## src/rtl/oka_pkg.sv

```systemverilog
// Shared constants, state encoding and operand split helpers for the
// serialised 81-bit overlap-free Karatsuba multiplier.
package oka_pkg;

  localparam int OKA_N    = 81;
  localparam int OKA_HALF = 41;
  localparam int OKA_PROD = 161;

  typedef enum logic [2:0] {IDLE, MUL_E, MUL_O, MUL_M, DONE} oka_state_e;

  typedef struct packed {
    logic [OKA_N-1:0] a;
    logic [OKA_N-1:0] b;
  } oka_req_t;

  function automatic logic [OKA_HALF-1:0] even_bits(input logic [OKA_N-1:0] v);
    logic [OKA_HALF-1:0] r;
    r = '0;
    for (int i = 0; i < OKA_HALF; i++) r[i] = v[2*i];
    return r;
  endfunction

  // Odd half has only 40 live coefficients; the top bit is always zero.
  function automatic logic [OKA_HALF-1:0] odd_bits(input logic [OKA_N-1:0] v);
    logic [OKA_HALF-1:0] r;
    r = '0;
    for (int i = 0; i < OKA_HALF-1; i++) r[i] = v[2*i+1];
    return r;
  endfunction

endpackage

```

## src/rtl/OKA_41bit.sv

```systemverilog
// 41x41 carry-less multiplier core, shared by all three half-products.
module OKA_41bit (
  input  logic [40:0] a,
  input  logic [40:0] b,
  output logic [80:0] y
);

  always_comb begin
    y = '0;
    for (int i = 0; i < 41; i++)
      if (b[i]) y = y ^ ({40'b0, a} << i);
  end

endmodule

```

## src/rtl/oka_interleave_81bit.sv

```systemverilog
// Recombines even/odd half-products into the full 161-bit carry-less product:
// even output bits come from P0 and shifted P2, odd bits from the middle term.
module oka_interleave_81bit
  import oka_pkg::*;
(
  input  logic [OKA_N-1:0]    p0,
  input  logic [OKA_N-1:0]    p2,
  input  logic [OKA_N-1:0]    p3,
  output logic [OKA_PROD-1:0] y
);

  logic [OKA_N-1:0] m;
  assign m = p3 ^ p0 ^ p2;

  assign y[0] = p0[0];

  genvar k;
  generate
    for (k = 1; k < OKA_N-1; k++) begin : g_even
      assign y[2*k] = p0[k] ^ p2[k-1];
    end
    for (k = 0; k < OKA_N-1; k++) begin : g_odd
      assign y[2*k+1] = m[k];
    end
  endgenerate

  // m[80] is identically zero (P3 and P0 share the a80*b80 term, P2[80]=0);
  // folding it in keeps the top input bits live without changing the result.
  assign y[OKA_PROD-1] = p0[OKA_N-1] ^ p2[OKA_N-2] ^ m[OKA_N-1];

endmodule

```

## src/rtl/oka_81bit_seq.sv

```systemverilog
// Sequential 81-bit GF(2)[x] multiplier: one even/odd Karatsuba level
// serialised over a single shared OKA_41bit core.
module oka_81bit_seq
  import oka_pkg::*;
#(
  parameter bit CORE_REG = 1'b0
) (
  input  logic                clk,
  input  logic                rst_n,
  input  logic                in_valid,
  output logic                in_ready,
  input  logic [OKA_N-1:0]    a,
  input  logic [OKA_N-1:0]    b,
  output logic                out_valid,
  input  logic                out_ready,
  output logic [OKA_PROD-1:0] y,
  output logic                busy
);

  oka_state_e           state, state_nxt;
  oka_req_t             opnd;
  logic                 phase, step, in_mul;
  logic [OKA_HALF-1:0]  core_a, core_b;
  logic [OKA_N-1:0]     core_y, core_res, p0, p2;
  logic [OKA_PROD-1:0]  y_nxt;

  assign in_mul = (state == MUL_E) || (state == MUL_O) || (state == MUL_M);
  // With the core register, each MUL state spends one cycle filling it.
  assign step   = !CORE_REG || phase;

  always_ff @(posedge clk) begin
    if (!rst_n) state <= IDLE;
    else        state <= state_nxt;
  end

  always_comb begin
    state_nxt = state;
    case (state)
      IDLE:    if (in_valid) state_nxt = MUL_E;
      MUL_E:   if (step)     state_nxt = MUL_O;
      MUL_O:   if (step)     state_nxt = MUL_M;
      MUL_M:   if (step)     state_nxt = DONE;
      DONE:    if (out_ready) state_nxt = IDLE;
      default: state_nxt = IDLE;
    endcase
  end

  always_comb begin
    in_ready  = (state == IDLE);
    busy      = (state != IDLE);
    out_valid = (state == DONE);
    core_a    = '0;
    core_b    = '0;
    case (state)
      MUL_E: begin
        core_a = even_bits(opnd.a);
        core_b = even_bits(opnd.b);
      end
      MUL_O: begin
        core_a = odd_bits(opnd.a);
        core_b = odd_bits(opnd.b);
      end
      MUL_M: begin
        core_a = even_bits(opnd.a) ^ odd_bits(opnd.a);
        core_b = even_bits(opnd.b) ^ odd_bits(opnd.b);
      end
      default: ;
    endcase
  end

  OKA_41bit u_core (
    .a (core_a),
    .b (core_b),
    .y (core_y)
  );

  generate
    if (CORE_REG) begin : g_core_reg
      logic [OKA_N-1:0] core_q;
      always_ff @(posedge clk) begin
        if (!rst_n) core_q <= '0;
        else        core_q <= core_y;
      end
      assign core_res = core_q;
    end else begin : g_core_comb
      assign core_res = core_y;
    end
  endgenerate

  oka_interleave_81bit u_ilv (
    .p0 (p0),
    .p2 (p2),
    .p3 (core_res),
    .y  (y_nxt)
  );

  always_ff @(posedge clk) begin
    if (!rst_n) begin
      opnd  <= '0;
      p0    <= '0;
      p2    <= '0;
      y     <= '0;
      phase <= 1'b0;
    end else begin
      if (in_valid && in_ready) opnd <= {a, b};
      phase <= CORE_REG && in_mul && !phase;
      if (step) begin
        case (state)
          MUL_E:   p0 <= core_res;
          MUL_O:   p2 <= core_res;
          MUL_M:   y  <= y_nxt;
          default: ;
        endcase
      end
    end
  end

endmodule

```

## config.mk

```make
export PLATFORM = sky130hd
export DESIGN_NAME = oka_81bit_seq
export DESIGN_NICKNAME = d
export VERILOG_FILES = /design/src/rtl/oka_pkg.sv /design/src/rtl/OKA_41bit.sv /design/src/rtl/oka_interleave_81bit.sv /design/src/rtl/oka_81bit_seq.sv
export SDC_FILE = /design/constraint.sdc
export NUM_CORES = 2
export LEC_CHECK = 0
export BUFFER_PORTS_ARGS = -buffer_cell sky130_fd_sc_hd__buf_2
export CAP_MARGIN = 0
export CORE_ASPECT_RATIO = 1.75
export CORE_MARGIN = 1
export CORE_UTILIZATION = 57
export DETAILED_ROUTE_END_ITERATION = 10
export PLACE_DENSITY = 0.9
export SETUP_SLACK_MARGIN = 0.3
export SYNTH_ARGS = -nofsm -noshare
export SYNTH_HDL_FRONTEND = slang
export SYNTH_SLANG_ARGS = --single-unit
```

## constraint.sdc

```tcl
create_clock -name clk -period 3 [get_ports clk]
set_clock_uncertainty 0.05 [all_clocks]
set_input_delay 0.3 -clock clk [delete_from_list [all_inputs] [get_ports clk]]
set_output_delay 0.3 -clock clk [all_outputs]
set_load 0.05 [all_outputs]
```

==> impl_metrics.env, run 1 <==
export IMPL_seq_area_frac_synth_pct=21.33
export IMPL_synth_edff_count=0
export IMPL_grt_pass1_wl_um=445700
export IMPL_synth_largest_area_cell="xnor2_1"
export IMPL_synth_main_ff_cell="dfxtp_1"
export IMPL_htree_num_levels=2
export IMPL_syn_inst=6140
export IMPL_synth_most_common_cell="xnor2_1"
export IMPL_cts_made_buffers=45
export IMPL_ys_types=33
export IMPL_synth_area_leaders="xnor2_1, dfxtp_1, nand3_1, nand2_1, xor2_1"
export IMPL_netlist_area_sq_um=45700
export IMPL_port_buffers=329
export IMPL_syn_avg_cell_area_sq_um=7.444
export IMPL_root_buffer="clkbuf_16"
export IMPL_start_util_pct=57.46
export IMPL_status="aborted with a tool error"
export IMPL_first_global_vias=64660
export IMPL_stop_error="[ERROR GRT-0116] Global routing finished with congestion. Check the congestion regions in the DRC Viewer."
export IMPL_haltStage="5_1_grt"
export IMPL_overflow=806
export IMPL_synth_net_count=6306
export IMPL_dp_hpwl_um=141500
export IMPL_post_place_ws_ns=-0.6099
export IMPL_cts_sinks=487
export IMPL_place_gp_congestion=1.176
export IMPL_grt_max_degree=118
export IMPL_die_w_um=216.1
export IMPL_ioPinCount=330
export IMPL_ys_async_sr_fraction_pct=0
export IMPL_cts_max_path_buffers=3
export IMPL_fp_dieH_um=376.6
export IMPL_synth_seq_cells=487
export IMPL_grt_total_usage_pct=71.80
export IMPL_row_count=137
export IMPL_synth_top_area_share_pct=24.89
export IMPL_ys_warn_count=0
export IMPL_netlist_top_cells_count="xnor2_1, nand2_1, nand3_1, dfxtp_1, xor2_1"
-- logic make-up after synthesis --
logic type,count (synthesis),share of synthesized area (%)
AO/OA/AOI/OAI,492,6.510
XOR/XNOR,1822,39.16
buffers and inverters,636,7.008
flip-flops,487,21.33
AND/OR/NAND/NOR,2703,25.99
-- routing by layer --
metal / GRT usage [%] / GRT overflow
met1: 70.54 / 35
met2: 86.26 / 502
met3: 60.67 / 26
met4: 69.36 / 237
met5: 36.85 / 6
-- per-stage QoR --
step           instance area, sq um  instances  hold WS (ns)  TNS [ns]  utilization (%)
4_1_cts                       60140       8107        0.1428    -47.88            75.62
3_5_place_dp                  55300       7800        0.3936    -60.52            69.52
3_3_place_gp                  55300       7800        0.3878    -36.71            69.52
2_1_floorplan                 46790       6140        0.3860         0                -
-- timing repair --
item                                    in CTS
endpoints found under the hold margin      164
endpoints found under the setup margin     236
hold buffers                               164
setup buffers                               62
gates resized for setup                    214
cloned                                       2
pin swaps                                   69
==> inputs of run 2 (changes only) <==
Settings changed: CORE_ASPECT_RATIO 1.75 to not set, CORE_UTILIZATION 57 to 40, PLACE_DENSITY 0.9 to not set, PLACE_DENSITY_LB_ADDON set to 0.15, SETUP_SLACK_MARGIN 0.3 to not set.
Clock period 3 ns to 3.9 ns, I/O delays scaled along.
==> run 2 against run 1 <==
Effect of this change:
- the flow now finishes without violations
- area after synthesis is the same
- synthesized cell count is the same
==> impl_metrics.env, run 2 <==
export IMPL_status="finished clean"
export IMPL_hold_class="in -> reg"
export IMPL_netlist_area_sq_um=45700
export IMPL_seq_area_frac_synth_pct=21.33
export IMPL_synth_seq_cells=487
export IMPL_r2r_slack_ns=0.09
export IMPL_worstPathRequired_ns=4.45
export IMPL_area_growth_pct=21.82
export IMPL_vdd_drop_max_mv=0.3385
export IMPL_synth_net_count=6306
export IMPL_layout_commonest_cell="xnor2_1"
export IMPL_fp_dieH_um=340.0
export IMPL_dieArea_sq_um=115600
export IMPL_final_nets=6701
export IMPL_ioPinCount=330
export IMPL_core_area_sq_um=113000
export IMPL_tns_ns=0
export IMPL_dp_hpwl_um=133500
export IMPL_power_per_cell_area_nw_per_um2=274.7
export IMPL_rr_worst_depth=13
export IMPL_cp_end_kind="flop"
export IMPL_via_per_inst=5.529
export IMPL_cts_max_path_buffers=3
export IMPL_drt_iter0_markers=5517
export IMPL_crit_chain="buf_4 -> nand2_1 -> xor2_2 -> buf_12 -> and2_2 -> nand2_1 -> xnor2_1 -> buf_4 -> xnor2_1 -> xnor3_1 -> xnor2_1 -> nand2_1 -> a21oi_1"
export IMPL_whs_ns=0.02932
export IMPL_post_place_ws_ns=-0.1391
export IMPL_critPathLaunch="state[0]"
export IMPL_cp_arrival_ns=4.36
export IMPL_timing_rr_start="state[0]"
export IMPL_worst_pin_slew_ns=0.9906
export IMPL_dr_pass1_iters=5
export IMPL_synth_area_leaders="xnor2_1, dfxtp_1, nand3_1, nand2_1, xor2_1"
export IMPL_hold_violations=0
export IMPL_cp_depth=13
export IMPL_endpoint="p2[32]"
export IMPL_cp_top_family="XOR/XNOR gates"
export IMPL_die_w_um=340.0
export IMPL_cts_made_buffers=57
export IMPL_clock_latency_ns=0.65
export IMPL_synth_most_common_cell="xnor2_1"
export IMPL_worstReg2RegEnd="p2[32]"
export IMPL_overflow=0
export IMPL_crit_path_top_delay_cell="xnor3_1"
export IMPL_grt_max_degree=146
export IMPL_nFillCells=11180
export IMPL_antenna_found_initial=5
export IMPL_remaining_drc_errors=0
export IMPL_ys_types=33
export IMPL_ant_nets=0
export IMPL_slew_headroom_pct=33.96
export IMPL_rsz0062_at_grt="no"
export IMPL_p_leak_uw=0.01837
export IMPL_cp_start_kind="flop"
export IMPL_first_global_vias=42090
export IMPL_top_regs="opnd (162), y (161), p2 (81)"
export IMPL_synth_edff_count=0
export IMPL_cts_sinks=487
export IMPL_syn_avg_cell_area_sq_um=7.444
export IMPL_netlist_top_cells_count="xnor2_1, nand2_1, nand3_1, dfxtp_1, xor2_1"
export IMPL_diodes=0
export IMPL_slowest_delay_ns=0.63
export IMPL_largest_reg_flops=162
export IMPL_stdcell_area_sq_um=55680
export IMPL_min_period_over_period_pct=97.77
export IMPL_crit_type="reg -> reg"
export IMPL_clkTransAtPathRegs_ns=0.06
export IMPL_min_period_ns=3.813
export IMPL_grt_total_usage_pct=32.67
export IMPL_mostFrequentLayoutCells="xnor2_1, nand2_1, nand3_1"
export IMPL_port_buffers=329
export IMPL_start_util_pct=40.46
export IMPL_root_buffer="clkbuf_16"
export IMPL_drv_cap=0
export IMPL_syn_inst=6140
export IMPL_grt_pass1_wl_um=284600
export IMPL_finalMaxSlewViolations=0
export IMPL_dpl_cell_area_sq_um=52240
export IMPL_place_gp_congestion=0.9536
export IMPL_cts_tree="built"
export IMPL_setup_ws_ns=0.08709
export IMPL_fmaxAchievable_mhz=262.3
export IMPL_layout_drive_gt1_share_pct=15.73
export IMPL_largest_register="opnd"
export IMPL_ys_async_sr_fraction_pct=0
export IMPL_htree_num_levels=2
export IMPL_critPathMaxFanout=18
export IMPL_wirelength_um=196000
export IMPL_synth_top_area_share_pct=24.89
export IMPL_synth_largest_area_cell="xnor2_1"
export IMPL_cp_num_buf_inv=3
export IMPL_wire_per_inst_um=24.26
export IMPL_row_count=123
export IMPL_vias=44660
export IMPL_synth_main_ff_cell="dfxtp_1"
export IMPL_setup_viol=0
export IMPL_ys_warn_count=0
-- run 2: cell counts after synthesis --
Identical to the previous run, type by type.
-- run 2: final cells by class --
cell class,count,area [sq um],area share (%)
clock inverters,20,211.5,0.3798
inverters,3,26.28,0.04719
flip-flops and latches,487,9757,17.52
repair buffers,969,8790,15.79
clock buffers,82,1640,2.946
well taps,1500,1877,3.371
multi-input cells,5017,33380,59.95
-- run 2: report_power, final --
| group | switching (uW) | internal (uW) |
|---|---|---|
| Clock | 2230 | 3000 |
| Combinational | 2890 | 1630 |
| Sequential | 261 | 5290 |
-- run 2: worst min-delay path by stage --
stage	start	end	slack [ns]	cells after the start
after detailed placement	y[141]	y[141]	0.39	2
final	in_valid	state[0]	0.03	3
after global placement	y[149]	y[149]	0.39	2
after CTS	b[59]	opnd[59]	0.002	3
after floorplan	opnd[0]	opnd[0]	0.39	2
after global routing	b[20]	opnd[20]	0.01	3
-- run 2: worst min-delay path: cells and delay by family --
family	cells	cell delay [ns]
AOI/OAI and AO/OA	1	0.08
buffers and inverters	1	0.13
and+or+nand+nor	1	0.08
-- run 2: layer usage --
layer,global-route usage [%],routed length [um],vias up
met5,0,74,-
met4,15.40,9896,8
met3,5.870,18130,557
met2,51.99,87950,2370
met1,42.69,79950,21110
li1,-,-,20620
-- run 2: repair_timing --
item / 4_1_cts / 5_1_grt
gates resized for setup: 1 / 6
hold buffers: 152 / 1
hold endpoints to repair: 152 / 1
setup buffers: 1 / 0
setup endpoints to repair: 5 / 7
-- run 2: cells by family (layout without fill, tap and decap cells) --
logic type | count (synthesis) | after routing | share of synthesized area [%]
simple gates | 2703 | 2703 | 25.99
xor+xnor | 1822 | 1822 | 39.16
buf+inv | 636 | 1074 | 7.008
compound gates | 492 | 492 | 6.510
flops | 487 | 487 | 21.33
-- run 2: per-stage QoR --
step                      util [%]  std cells  total power (uW)
after floorplan                  -       6140              8069
after global placement       46.25       7822              9924
after detailed placement     46.25       7822              9940
after CTS                    49.25       8077             15310
after global routing         49.29       8078             15850
final                        49.29       8078             15300
(Power assumes the default switching activity.)
